File: src/rtl/mac_pipe.sv
// mac_pipe: three-stage pipelined multi-lane multiply-accumulate with per-beat signed/unsigned and accumulate control
module mac_pipe #(
   parameter int bw      = 4,
   parameter int psum_bw = 16,
   parameter int lanes   = 4
) (
   input  logic                  clk,
   input  logic                  reset,
   input  logic                  in_valid,
   input  logic [lanes*bw-1:0]   a,
   input  logic [lanes*bw-1:0]   b,
   input  logic [psum_bw-1:0]    c,
   input  logic                  signed_mode,
   input  logic                  acc_en,
   input  logic                  acc_clr,
   output logic [psum_bw-1:0]    out,
   output logic                  out_valid
);
   logic [lanes*bw-1:0] a_q, b_q;
   logic [psum_bw-1:0]  c1_q, c2_q, out_q, out_d, sum_d;
   logic                sm1_q, sm2_q, acc1_q, acc2_q;
   logic                v1_q, v2_q, vo_q;
   logic [2*bw-1:0]     p_d [lanes];
   logic [2*bw-1:0]     p_q [lanes];

   // Valid bits walk down the pipe; reset drops every in-flight beat, including one offered alongside reset
   always_ff @(posedge clk) begin
      if (reset) begin
         v1_q <= 1'b0;
         v2_q <= 1'b0;
      end else begin
         v1_q <= in_valid;
         v2_q <= v1_q;
      end
   end

   // Stage 1 captures a beat; acc_clr is folded into a single accumulate-select bit here
   always_ff @(posedge clk) begin
      if (in_valid) begin
         a_q    <= a;
         b_q    <= b;
         c1_q   <= c;
         sm1_q  <= signed_mode;
         acc1_q <= acc_en & ~acc_clr;
      end
   end

   // Lane products: operands are sign- or zero-extended to 2*bw so one multiplier serves both modes
   always_comb begin
      for (int i = 0; i < lanes; i++)
         p_d[i] = {{bw{sm1_q & a_q[i*bw+bw-1]}}, a_q[i*bw +: bw]} *
                  {{bw{sm1_q & b_q[i*bw+bw-1]}}, b_q[i*bw +: bw]};
   end

   // Stage 2 registers the products and forwards the partial sum and controls with them
   always_ff @(posedge clk) begin
      if (v1_q) begin
         p_q    <= p_d;
         c2_q   <= c1_q;
         sm2_q  <= sm2_d(sm1_q);
         acc2_q <= acc1_q;
      end
   end

   function automatic logic sm2_d(input logic s);
      return s;
   endfunction

   // Lane sum plus base; the lane sum always fits, only the base add may wrap
   always_comb begin
      sum_d = '0;
      for (int i = 0; i < lanes; i++)
         sum_d = sum_d + {{(psum_bw-2*bw){sm2_q & p_q[i][2*bw-1]}}, p_q[i]};
      out_d = sum_d + (acc2_q ? out_q : c2_q);
   end

   // Stage 3: the output register doubles as the accumulator and holds across bubbles
   always_ff @(posedge clk) begin
      if (reset) begin
         out_q <= '0;
         vo_q  <= 1'b0;
      end else begin
         vo_q <= v2_q;
         if (v2_q) out_q <= out_d;
      end
   end

   assign out       = out_q;
   assign out_valid = vo_q;
endmodule

File: config.mk
export PLATFORM = sky130hd
export DESIGN_NAME = mac_pipe
export DESIGN_NICKNAME = d
export VERILOG_FILES = /design/src/rtl/mac_pipe.sv
export SDC_FILE = /design/constraint.sdc
export NUM_CORES = 1
export LEC_CHECK = 0
export CORE_AREA = 2 2 117 119
export CTS_BUF_LIST = sky130_fd_sc_hd__clkbuf_8 sky130_fd_sc_hd__clkbuf_16
export CTS_CLUSTER_DIAMETER = 50
export CTS_CLUSTER_SIZE = 30
export DETAILED_ROUTE_END_ITERATION = 7
export DIE_AREA = 0 0 119 121
export DONT_BUFFER_PORTS = 1
export PLACE_DENSITY = 0.88
export SYNTH_ARGS = -nofsm -noshare
export SYNTH_HDL_FRONTEND = slang
export SYNTH_SLANG_ARGS = --single-unit
File: constraint.sdc
create_clock -name clk -period 5.81 [get_ports clk]
set_input_delay 0.581 -clock clk [delete_from_list [all_inputs] [get_ports clk]]
set_output_delay 0.581 -clock clk [all_outputs]
set_load 0.005 [all_outputs]
Word-level counts from Yosys, hierarchy flattened
Cells that the tools add are included.
{"block": "word_totals", "reg_bits": 119, "out_inout_bits": 17}
{"block": "op_classes", "mux": 1, "mul": 4, "n_bitwise": 14, "add_sub_neg": 4}
{"operator": "5-bit by 5-bit multiplier with 8-bit output", "n": 4}
{"operator": "16-bit adder", "n": 1}
{"operator": "16-bit 2-to-1 mux", "n": 1}
{"operator": "1-bit AND", "n": 13}
{"operator": "11-bit by 9-bit adder with 12-bit output", "n": 1}
{"operator": "10-bit by 9-bit adder with 11-bit output", "n": 1}
{"operator": "9-bit by 9-bit adder with 10-bit output", "n": 1}
{"operator": "1-bit inverter", "n": 1}

Longest topological paths before layout
Gate-level depths: netlist of run 1.
{"block": "logic_depth", "word_depth": 5, "ltp_mapped": 22}

Least setup slack after synthesis of run 1
No wires, ideal clock.
{"block": "synth_timing", "path_kind": "flip-flop to flip-flop", "startpoint": "register p_q[10] (netlist bit)", "endpoint": "register out_q[15], in the netlist out[15]", "path_slack_ns": 0.946, "period_less_slack_ns": 4.864, "arrival_time_ns": 4.769, "path_buffers": 0, "stages_incl_launch_ff": 23, "setup_time_ns": 0.095, "t_required_ns": 5.715, "path_cell_list": "edfxtp_1 inv_1 fa_1 fa_1 inv_1 ha_1 a21o_1 a21oi_1 o21bai_1 a21oi_1 o21bai_1 a21oi_1 o21ai_0 a21oi_1 xnor2_1 ha_1 or3_1 a31oi_1 or3_4 o31ai_4 mux2_2 a211o_1 o311ai_1"}
{"block": "synth_between", "elab_chain_len": 3}
{"item": "start, declared", "line": "24", "text": "logic [2*bw-1:0] p_q [lanes];"}
{"item": "start signal, assigned", "line": "58", "text": "p_q <= p_d;"}
{"item": "10-bit by 9-bit adder with 11-bit output", "line": "73", "text": "sum_d = sum_d + {{(psum_bw-2*bw){sm2_q & p_q[i][2*bw-1]}}, p_q[i]};"}
{"item": "11-bit by 9-bit adder with 12-bit output", "line": "73"}
{"item": "16-bit adder", "line": "74", "text": "out_d = sum_d + (acc2_q ? out_q : c2_q);"}
{"item": "end signal, assigned", "line": "84", "text": "if (v2_q) out_q <= out_d;"}
{"item": "end, declared", "line": "20", "text": "logic [psum_bw-1:0] c1_q, c2_q, out_q, out_d, sum_d;"}
Every way passes these cells.
A chain may end at the register's enable or synchronous reset.

Worst setup path after layout of run 1
Same ends and word-level chain as after synthesis.

==> flow_summary.json, run 1 <==
{
  "status": "complete, no violations",
  "coreArea_um2": 13100,
  "async_flop_share_pct": 0,
  "comb_power_share_pct": 60.7,
  "clk_pin_slew_worst_paths_ns": 0.06,
  "cts_tree": "yes",
  "cts-resized-gates": 0,
  "grt_usage_pct": 23.0,
  "worst_pin_slew_ns": 1.16,
  "insertion_delay_ns": 0.43,
  "seq_power_share_pct": 20.5,
  "hold_viol_final": 0,
  "required_ns": 6.14,
  "finalMaxSlewViolations": 0,
  "startpoint_type": "register",
  "synth_edf_count": 100,
  "drive_gt1_share_pct": 8.69,
  "synth.distinct_cells": 45,
  "grt_pass1_vias": 5450,
  "post-place-ws_ns": 0.605,
  "cts_setup_buffers": 0,
  "critPathMaxFanout": 5,
  "synth_top_cells_by_area": "edfxtp_1 (36%), fa_1 (16%), ha_1 (11%), inv_1 (5.9%), xnor2_1 (5.1%)",
  "grt_pass1_wl_mm": 25.4,
  "synthDominantCellAreaShare_pct": 35.9,
  "clock-sinks": 119,
  "max_freq_mhz": 190,
  "tns_ns": 0,
  "antenna_found_initial": 0,
  "worstSetupPathType": "register to register",
  "die_h_um": 121,
  "syn_avg_cell_area_um2": 11.6,
  "cts-root-buf": "clkbuf_16",
  "htreeDepth": 4,
  "max_cap_violations": 0,
  "cts_max_path_buffers": 2,
  "gp_congestion": 0.876,
  "fin_skew_ns": 0.00741,
  "synth_most_common_cell": "inv_1",
  "drc": 0,
  "syn_inst": 723,
  "rows": 42,
  "cts-buffers-inserted": 17,
  "syn_nets": 919,
  "crit_arrival_ns": 5.58,
  "p_switching_w": 0.00237,
  "setup_slack_ns": 0.557,
  "p_per_area_nw_per_um2": 628,
  "initial_core_util_pct": 63.9,
  "die_area_um2": 14400,
  "worst-r2r-setup-slack_ns": 0.56,
  "yosysWarnings": 0,
  "cp-startpoint": "p_q[10]",
  "nNetsFinal": 931,
  "ys_ff_latch": 119,
  "hold_class": "input pin to register",
  "drt-wirelength-per-cell_um": 16.2,
  "synth_common_cells": "inv_1 (132), edfxtp_1 (100), ha_1 (74)",
  "portBuffers": 0,
  "peakVddDrop_mv": 0.396,
  "finalCritPeriodShare_pct": 90.4,
  "yosysTopAreaCell": "edfxtp_1",
  "p_leak_nw": 4.08,
  "boundaryPins": 71,
  "end_kind": "register",
  "grt_max_degree": 52,
  "cts_hold_buf": 0,
  "synthToLayoutAreaGrowth_pct": 9.70,
  "pwr-share-clk_pct": 18.8,
  "synth_flop_cell": "edfxtp_1",
  "first_pass_iters": 4,
  "rsz0062_at_grt": "false",
  "drtAntennaViolNets": 0,
  "worstReg2RegStart": "p_q[10]",
  "rr_worst_depth": 22,
  "num_vias": 5091,
  "final-setup-viol-count": 0,
  "place_hpwl_mm": 11.1,
  "final_core_util_pct": 70.1,
  "routed_wl_mm": 15.0,
  "grt-ovfl-total": 0,
  "reg2reg_to": "out[15]",
  "slew_headroom_pct": 22.7,
  "ys_seq_area_share_pct": 40.5,
  "insertedDiodeCount": 0,
  "sw_frac_of_total_pct": 41.1,
  "power.internal_w": 0.00339,
  "vias_per_cell": 5.51,
  "period_needed_ns": 5.25,
  "crit_end": "out[15]",
  "die_w_um": 119,
  "drt_iter0_drc": 260,
  "netlist_area_um2": 8360
}
[worst min-delay path by stage]
stage | startpoint | end | slack [ns] | cells after the start
after floorplan | acc1_q | acc2_q | 0.40 | 0
after global placement | c1_q[13] | c2_q[13] | 0.41 | 0
after detailed placement | c1_q[13] | c2_q[13] | 0.41 | 0
after CTS | reset | out[10] | 0.21 | 1
after global routing | reset | out[10] | 0.21 | 1
final | reset | out[11] | 0.22 | 1
[critical path, stage by stage, from the launching register on]
cell and delay [ns]:
edfxtp_1 0.37, inv_1 0.09, fa_1 0.44, fa_1 0.51, inv_1 0.07, ha_1 0.30, a21o_1 0.16, a21oi_1 0.23
o21bai_1 0.09, a21oi_1 0.22, o21bai_1 0.09, a21oi_1 0.20, o21ai_0 0.10, a21oi_1 0.18, xnor2_1 0.15, ha_1 0.24
or3_1 0.13, a31oi_1 0.04, or3_4 0.43, o31ai_4 0.35, mux2_2 0.41, a211o_1 0.29, o311ai_1 0.08
[registers in the layout (all words and copies together) (netlist names)]
register,cells
a_q,16
acc1_q,1
acc2_q,1
b_q,16
c1_q,16
c2_q,16
out,16
out_valid,1
p_q,32
sm1_q,1
sm2_q,1
v1_q,1
v2_q,1
[per-layer routing]
layer / global-route usage (%) / up-vias / share of wire (%)
met5: 0 / - / 0
met4: 9.30 / 0 / 2.4
met3: 5.69 / 36 / 4.6
met2: 40.9 / 152 / 53
met1: 26.6 / 2500 / 40
li1: - / 2403 / -
[final cells by class]
type                            count  area [um^2]
Multi-Input combinational cell    463         4440
Fill cell                         869         3910
Sequential cell                   119         3380
Inverter                          133          507
Clock buffer                       17          425
Tap cell                          176          220
Clock inverter                     15          186
Timing Repair Buffer                1         7.51
[power by group through the flow]
stage                     clock network (W)  logic (W)  registers [W]
after floorplan                           0    0.00287        0.00115
after global placement                    0    0.00326        0.00119
after detailed placement                  0    0.00344        0.00119
after CTS                           0.00110    0.00349        0.00118
after global routing                0.00114    0.00394        0.00119
final                               0.00108    0.00350        0.00118
[stage by stage]
| stage | cells | total power, W | hold slack [ns] | area, um^2 |
|---|---|---|---|---|
| finish | 924 | 0.00576 | 0.221 | 9170 |
| detailed placement | 892 | 0.00463 | 0.406 | 8560 |
| floorplan | 723 | 0.00403 | 0.400 | 8360 |
| global route | 924 | 0.00627 | 0.205 | 9170 |
| CTS | 924 | 0.00577 | 0.207 | 9170 |
| global placement | 892 | 0.00445 | 0.406 | 8560 |
[kinds of logic after synthesis]
family | synth area share [%]
mux | 3.59
xor+xnor | 6.30
simple gates | 10.1
fa+ha+maj | 27.4
compound gates | 5.81
buf+inv | 6.42
flops | 40.5
[cell usage in the layout (no fill, tap or decap), types with 8 or more instances in the layout]
| cell type | n |
|---|---|
| inv_1 | 133 |
| edfxtp_1 | 100 |
| ha_1 | 74 |
| fa_1 | 68 |
| xnor2_1 | 49 |
| nand2_1 | 46 |
| and2_1 | 44 |
| a21oi_1 | 24 |
| nor2_1 | 22 |
| dfxtp_1 | 18 |
| clkbuf_16 | 17 |
| mux2_2 | 16 |
| a21o_1 | 12 |
| mux2i_1 | 12 |
| or2_2 | 11 |
| nand3_1 | 11 |
| xor2_1 | 8 |
| o21ai_0 | 8 |
No activity file was read; power rests on OpenSTA's default activity.
==> inputs of run 2 (changes only) <==
--- a/config.mk
+++ b/config.mk
@@ -5,12 +5,12 @@
 export SDC_FILE = /design/constraint.sdc
 export NUM_CORES = 1
 export LEC_CHECK = 0
-export CORE_AREA = 2 2 117 119
+export CORE_AREA = 2 2 112 124
 export CTS_BUF_LIST = sky130_fd_sc_hd__clkbuf_8 sky130_fd_sc_hd__clkbuf_16
 export CTS_CLUSTER_DIAMETER = 50
 export CTS_CLUSTER_SIZE = 30
 export DETAILED_ROUTE_END_ITERATION = 7
-export DIE_AREA = 0 0 119 121
+export DIE_AREA = 0 0 114 126
 export DONT_BUFFER_PORTS = 1
 export PLACE_DENSITY = 0.88
 export SYNTH_ARGS = -nofsm -noshare
==> flow_summary.json, run 2 (synthesis results as in run 1) <==
{
  "sw_frac_of_total_pct": 41.7,
  "cp_slowest_cell": "fa_1",
  "cp_num_buf_inv": 2,
  "top_register": "p_q",
  "antenna_found_initial": 1,
  "hold_class": "input pin to register",
  "tns_ns": 0,
  "crit_family": "compound AO/OA/AOI/OAI gates",
  "final_cell_mix": "inv_1 (137), edfxtp_1 (100), ha_1 (74)",
  "seq_power_share_pct": 20.8,
  "p_leak_nw": 4.06,
  "cts_setup_buffers": 0,
  "drive_gt1_share_pct": 8.02,
  "boundaryPins": 71,
  "drtAntennaViolNets": 0,
  "cts-buffers-inserted": 17,
  "cts_hold_buf": 0,
  "path_common_cell": "a21oi_1",
  "place_hpwl_mm": 11.2,
  "synthToLayoutAreaGrowth_pct": 8.72,
  "worstSetupPathType": "register to register",
  "finalCritPeriodShare_pct": 91.0,
  "status": "complete, no violations",
  "critPathMaxFanout": 5,
  "max_cap_violations": 0,
  "largest_register_ffs": 32,
  "pwr-share-clk_pct": 17.1,
  "comb_power_share_pct": 62.1,
  "routed_wl_mm": 14.4,
  "htreeDepth": 4,
  "finalMaxSlewViolations": 0,
  "drt-wirelength-per-cell_um": 15.9,
  "required_ns": 6.14,
  "drt_iter0_drc": 306,
  "grt_max_degree": 52,
  "p_per_area_nw_per_um2": 621,
  "slew_headroom_pct": 23.5,
  "grt_usage_pct": 22.4,
  "grt_pass1_vias": 5588,
  "drc": 0,
  "cts-root-buf": "clkbuf_16",
  "grt-ovfl-total": 0,
  "power_w": 0.00565,
  "rr_worst_depth": 22,
  "final_common_cell": "inv_1",
  "path_depth": 22,
  "first_pass_iters": 5,
  "holdPathStages": 1,
  "final_core_util_pct": 69.4,
  "peakVddDrop_mv": 0.404,
  "coreArea_um2": 13100,
  "path_cells": "inv_1 > fa_1 > fa_1 > inv_1 > ha_1 > a21o_1 > a21oi_1 > o21bai_1 > a21oi_1 > o21bai_1 > a21oi_1 > o21ai_0 > a21oi_1 > xnor2_1 > ha_1 > or3_1 > a31oi_1 > or3_4 > o31ai_4 > mux2_2 > a211o_1 > o311ai_1",
  "vias_per_cell": 5.54,
  "num_vias": 5039,
  "period_needed_ns": 5.29,
  "worst_pin_slew_ns": 1.15,
  "critical_path.max_stage_delay_ns": 0.51,
  "insertion_delay_ns": 0.43,
  "die_area_um2": 14400,
  "cts_tree": "yes",
  "nNetsFinal": 931,
  "hold_viol_final": 0,
  "end_kind": "register",
  "max_freq_mhz": 189,
  "startpoint_type": "register",
  "insertedDiodeCount": 0,
  "grt_pass1_wl_mm": 24.9,
  "clk_pin_slew_worst_paths_ns": 0.05,
  "p_switching_w": 0.00235,
  "rsz0062_at_grt": "false",
  "portBuffers": 0,
  "power.internal_w": 0.00329,
  "gp_congestion": 0.892,
  "cts_max_path_buffers": 2,
  "die_w_um": 114,
  "final-setup-viol-count": 0,
  "cts-resized-gates": 0,
  "die_h_um": 126,
  "clock-sinks": 119,
  "rows": 44,
  "fin_skew_ns": 0.0110,
  "initial_core_util_pct": 63.8,
  "crit_arrival_ns": 5.62
}
[run 2: cell types whose count changed in the layout (fill, tap and decap cells not counted)]
cell	previous run	this run
clkinvlp_4	3	2
bufinv_16	4	2
clkinv_1	2	3
inv_1	133	137
clkinv_4	2	1
clkinv_2	3	2
[run 2: area by class of cell]
| cell class | count | area [um^2] |
|---|---|---|
| fill | 871 | 4010 |
| inverter | 133 | 507 |
| clock buffer | 17 | 425 |
| tap | 161 | 201 |
| clock inverter | 15 | 124 |
| timing repair buffer | 1 | 7.51 |
| multi-input combinational | 463 | 4440 |
| sequential | 119 | 3380 |
[run 2: path summary, 6_finish.rpt]
path,end,slack [ns],from
worst max register to register,out[15],0.52,p_q[18]
worst max-delay path,out[15],0.52,p_q[18]
worst min register to register,c2_q[7],0.42,c1_q[7]
worst min-delay path,v1_q,0.22,reset
[run 2: metal layers]
metal	vias up	part of all wire, %	track usage [%]
li1	2418	-	-
met1	2446	39	24.5
met2	122	53	39.8
met3	51	4.6	6.79
met4	2	3.3	10.3
met5	-	0.049	0
[run 2: stage by stage]
stage	instances	area [um^2]	setup slack [ns]	hold slack, ns
after floorplan	723	8360	0.946	0.400
after global routing	909	9090	0.123	0.208
after detailed placement	877	8540	0.516	0.405
after global placement	877	8540	0.763	0.407
final	909	9090	0.523	0.218
after CTS	909	9090	0.498	0.202
[run 2: power groups by stage]
stage               combinational (W)  clock [W]  sequential (W)
floorplan                     0.00287          0         0.00115
global placement              0.00326          0         0.00118
detailed placement            0.00347          0         0.00119
CTS                           0.00351   0.000986         0.00118
global route                  0.00394    0.00102         0.00119
finish                        0.00351   0.000967         0.00118
[run 2: worst reg2reg max path, delay by kind of cell, from the launching register on]
family                     cells  cell delay, ns
xor gates and xnor gates       1            0.14
AOI/OAI and AO/OA             12            2.05
DFF                            1            0.39
buffers and inverters          2            0.16
muxes                          1            0.39
and+or+nand+nor                2            0.59
adders and majority gates      4            1.49
